<file path="config.mk">
export PLATFORM = sky130hd
export DESIGN_NAME = serial_deserializer
export DESIGN_NICKNAME = d
export VERILOG_FILES = /design/src/rtl/serial_deserializer.sv
export SDC_FILE = /design/constraint.sdc
export NUM_CORES = 1
export LEC_CHECK = 0
export CAP_MARGIN = 25
export CORE_MARGIN = 3
export CORE_UTILIZATION = 51
export DETAILED_ROUTE_END_ITERATION = 8
export GPL_ROUTABILITY_DRIVEN = 0
export PLACE_DENSITY = 0.85
export SYNTH_ARGS = -nofsm -noshare
export SYNTH_HDL_FRONTEND = slang
export SYNTH_SLANG_ARGS = --single-unit
export TNS_END_PERCENT = 1
</file>
<file path="constraint.sdc">
create_clock -name clk -period 1.7 [get_ports clk]
set_clock_uncertainty 0.1 [all_clocks]
set_input_delay 0.17 -clock clk [delete_from_list [all_inputs] [get_ports clk]]
set_output_delay 0.17 -clock clk [all_outputs]
set_load 0.005 [all_outputs]
</file>
<file path="src/rtl/serial_deserializer.sv">
// Serial-to-parallel receiver: collects WIDTH bits per frame, gated by a
// bit strobe, and presents each completed word through a valid/ready register
// with sticky overrun and framing-error flags.
module serial_deserializer #(
    parameter int WIDTH     = 8,
    parameter int MSB_FIRST = 1
) (
    input  logic             clk,
    input  logic             rst_n,
    input  logic             sclr,
    input  logic             en,
    input  logic             start,
    input  logic             serial_in,
    input  logic             data_ready,
    output logic [WIDTH-1:0] data_out,
    output logic             data_valid,
    output logic             busy,
    output logic             overrun,
    output logic             frame_err
);

    localparam int CNT_W = $clog2(WIDTH + 1);
    localparam logic [CNT_W-1:0] CNT_ONE  = CNT_W'(1);
    localparam logic [CNT_W-1:0] LAST_CNT = CNT_W'(WIDTH - 1);

    typedef enum logic {
        IDLE  = 1'b0,
        SHIFT = 1'b1
    } state_t;

    state_t             state_q, state_d;
    logic [CNT_W-1:0]   cnt_q, cnt_d;
    logic [WIDTH-1:0]   shreg_q, shreg_d;
    logic [WIDTH-1:0]   first_word;
    logic [WIDTH-1:0]   shifted;
    logic               complete;
    logic               frame_err_set;

    assign busy = (state_q == SHIFT);

    // Candidate shift-register values: a fresh frame seeded with the current
    // bit, or the running word with the current bit appended.
    always_comb begin
        first_word = '0;
        if (MSB_FIRST != 0) begin
            first_word[0] = serial_in;
            shifted       = {shreg_q[WIDTH-2:0], serial_in};
        end else begin
            first_word[WIDTH-1] = serial_in;
            shifted             = {serial_in, shreg_q[WIDTH-1:1]};
        end
    end

    // Next-state logic: frame start, restart on a mid-frame start, shifting,
    // and completion when the final bit arrives.
    always_comb begin
        state_d       = state_q;
        cnt_d         = cnt_q;
        shreg_d       = shreg_q;
        complete      = 1'b0;
        frame_err_set = 1'b0;
        case (state_q)
            IDLE: begin
                if (en && start) begin
                    shreg_d = first_word;
                    cnt_d   = CNT_ONE;
                    state_d = SHIFT;
                end
            end
            SHIFT: begin
                if (en) begin
                    if (start) begin
                        // A start inside a frame abandons the partial word.
                        frame_err_set = 1'b1;
                        shreg_d       = first_word;
                        cnt_d         = CNT_ONE;
                    end else if (cnt_q == LAST_CNT) begin
                        complete = 1'b1;
                        shreg_d  = '0;
                        cnt_d    = '0;
                        state_d  = IDLE;
                    end else begin
                        shreg_d = shifted;
                        cnt_d   = cnt_q + CNT_ONE;
                    end
                end
            end
            default: begin
                state_d = IDLE;
                cnt_d   = '0;
                shreg_d = '0;
            end
        endcase
    end

    // State, bit counter and shift register; sclr returns to an empty IDLE.
    always_ff @(posedge clk or negedge rst_n) begin
        if (!rst_n) begin
            state_q <= IDLE;
            cnt_q   <= '0;
            shreg_q <= '0;
        end else if (sclr) begin
            state_q <= IDLE;
            cnt_q   <= '0;
            shreg_q <= '0;
        end else begin
            state_q <= state_d;
            cnt_q   <= cnt_d;
            shreg_q <= shreg_d;
        end
    end

    // Output word register with valid/ready handshake; a completed word that
    // finds the register still occupied and not being consumed is dropped.
    always_ff @(posedge clk or negedge rst_n) begin
        if (!rst_n) begin
            data_out   <= '0;
            data_valid <= 1'b0;
            overrun    <= 1'b0;
        end else if (sclr) begin
            data_out   <= '0;
            data_valid <= 1'b0;
            overrun    <= 1'b0;
        end else if (complete && (!data_valid || data_ready)) begin
            data_out   <= shifted;
            data_valid <= 1'b1;
        end else if (complete) begin
            overrun    <= 1'b1;
        end else if (data_valid && data_ready) begin
            data_valid <= 1'b0;
        end
    end

    // Sticky framing-error flag, cleared only by reset or sclr.
    always_ff @(posedge clk or negedge rst_n) begin
        if (!rst_n) begin
            frame_err <= 1'b0;
        end else if (sclr) begin
            frame_err <= 1'b0;
        end else if (frame_err_set) begin
            frame_err <= 1'b1;
        end
    end

endmodule

</file>
==> reports/qor.yml <==
synth:
  synth_seq_cells: 23
  synthFlopType: "dfrtp_1"
  synth_cells: 100
  netlist_area_mm2: 0.00113
  ys_seq_area_share_pct: 51.1
  yosys-top-cells-area: "dfrtp_1, mux2i_1, nand2b_1"
  avgSynthCellArea_um2: 11.3
  synth-edff-count: 0
  synth_top_area_cell: "dfrtp_1"
  async_flop_share_pct: 100
  synth_nets: 108
  synth_top_cell_area_share_pct: 51.1
  ys_types: 30
  ys_warn_count: 0
route:
  vias_per_cell: 5.41
  drtIter0Drc: 20
  dr.pass1.iters: 4
  route.detailed.drc: 0
  totalWireLength_um: 2100
  ant_nets: 0
  wl_per_cell_um: 13.7
  vias: 827
pwr:
  p_sw_w: 0.000203
  switching_share_pct: 22.7
  internal-power_w: 0.000689
  power_density_mw_per_mm2: 637
  seqPwrFrac_pct: 63.0
  combPwrFrac_pct: 9.6
  p_leak_nw: 0.606
  clock_power_share_pct: 27.4
  p_total_w: 0.000892
  vdd_drop_max_mv: 0.535
layout:
  mostFrequentLayoutCell: "dfrtp_1"
  layout.nets: 135
  diodes: 0
  nFillCells: 160
  final_cell_mix: "dfrtp_1, clkdlybuf4s50_1, nand2b_1, buf_4, mux2i_1"
  area_growth_pct: 24.2
  drive_gt1_share_pct: 14.3
  instances_no_fill: 153
clock_tree:
  clock_sinks: 23
  clockBufferDepth: 2
  cts_resized: 0
  cts-buffers-inserted: 3
  cts_tree: "yes"
  htreeDepth: 1
  cts_setup_buffers: 0
  cts_root_buf: "clkbuf_4"
  clock_latency_ns: 0.30
  holdBufCountCts: 0
  cts.clk_slew.worst_paths_ns: 0.12
floorplan:
  die_x_um: 53.0
  num_rows: 16
  die_area_mm2: 0.00281
  die_h_um: 53.0
  pin_count: 19
  core_mm2: 0.00202
  initial_core_util_pct: 55.7
sta:
  slew_viol_final: 0
  fmax_ghz: 0.629
  slew_headroom_pct: 80.3
  finalCritPeriodShare_pct: 93.6
  grt_setup_unrepaired: "false"
  tightest_slew_ns: 0.294
  finalSetupViolCount: 0
  hold_viol: 0
  period_needed_ns: 1.59
placement:
  dp_cells: 149
  numPortBuffers: 18
  dpl.hpwl_um: 1590
critical_path:
  path_max_fanout: 12
  worstPathRequired_ns: 1.43
  slowest_stage: "clkdlybuf4s50_1"
  crit_family: "buffers and inverters"
  worstRegToRegCells: 5
  end_kind: "primary output"
  start_kind: "flip-flop"
  path_buf_inv: 1
  worst_ep_arrival_time_ns: 1.32
  cp.depth: 1
  critPathKind: "flip-flop to primary output"
  worstPathCellList: "clkdlybuf4s50_1"
  critical-path-max-stage-delay_ns: 0.53
run_status:
  status: "finished, final reports clean"
grt:
  grt_pass1_wl_um: 3520
  grt.total_usage_pct: 17.3
  grt_max_degree: 24
  grt-ovfl-total: 0
  antenna_found_initial: 0
  grt_pass1_vias: 814
run:
  cap_violations: 0
min_path:
  min_path_type: "input port to asynchronous set/reset pin"
[area by class of cell]
class | instances | area (um2) | share of cell area, %
Sequential cell | 23 | 577 | 41.2
Inverter | 1 | 3.75 | 0.268
Tap cell | 27 | 33.8 | 2.42
Multi-Input combinational cell | 69 | 483 | 34.5
Clock buffer | 4 | 26.3 | 1.88
Timing Repair Buffer | 29 | 275 | 19.7
[cells in the mapped netlist, types with 2 or more instances]
master / number
dfrtp_1: 23
nand2b_1: 10
mux2i_1: 8
nor2_1: 7
or2b_1: 7
a22o_1: 6
a21oi_1: 5
nand2_1: 5
buf_6: 4
a31oi_1: 3
buf_4: 2
nand3_1: 2
[flip-flops by register name, indices dropped and copies added, names as in the netlist]
name and cells:
data_valid 1, shreg_q 7, frame_err 1, data_out 8, busy 1, overrun 1, cnt_q 4
[power by group through the flow]
stage	clock network (W)	logic, W	registers, W
floorplan	0	0.0000463	0.000568
global placement	0	0.0000834	0.000571
detailed placement	0	0.0000859	0.000572
CTS	0.000255	0.0000861	0.000561
global route	0.000279	0.0000942	0.000563
finish	0.000244	0.0000854	0.000562
[metal layers]
| layer | track usage (%) | wire, um | vias up |
|---|---|---|---|
| li1 | - | - | 402 |
| met3 | 3.94 | 92 | 4 |
| met2 | 27.3 | 1030 | 24 |
| met5 | 0 | 0 | - |
| met1 | 22.7 | 963 | 397 |
| met4 | 7.66 | 21 | 0 |
[final timing paths]
check / start / endpoint / slack, ns
max in group asynchronous: rst_n / busy$_DFF_PN0_ / 1.15
hold reg to reg: frame_err$_DFFE_PN0P_ / frame_err$_DFFE_PN0P_ / 0.41
setup reg to reg: cnt_q[0]$_DFFE_PN0P_ / data_out[0]$_DFFE_PN0P_ / 0.14
setup / recovery: busy$_DFF_PN0_ / busy / 0.11
hold / removal: rst_n / data_out[4]$_DFFE_PN0P_ / 0.10
min in group clk: serial_in / data_out[0]$_DFFE_PN0P_ / 0.37
[logic make-up after synthesis]
family | synth area share, %
adder cells (fa/ha/maj) | 1.11
buffers and inverters | 6.00
multiplexers | 7.11
AND/OR/NAND/NOR | 21.0
flip-flops | 51.1
AO/OA/AOI/OAI | 13.7
[worst reg2reg max path: stages (launching register included)]
cell and delay [ns]:
dfrtp_1 0.41, ha_1 0.20, and4b_1 0.23, and3b_1 0.21, buf_12 0.14, mux2i_1 0.19
[through the flow]
step	utilization (%)	instance area, um2	setup WS (ns)	setup TNS [ns]	hold slack, ns
finish	69.2	1400	0.109	0	0.105
global route	69.2	1400	0.0372	0	0.113
CTS	69.1	1400	0.00609	0	0.112
global placement	67.8	1370	0.0640	0	0.376
detailed placement	67.8	1370	-0.0296	-0.0816	0.386
floorplan	-	1130	0.240	0	-0.226
(Power assumes the default switching activity.)
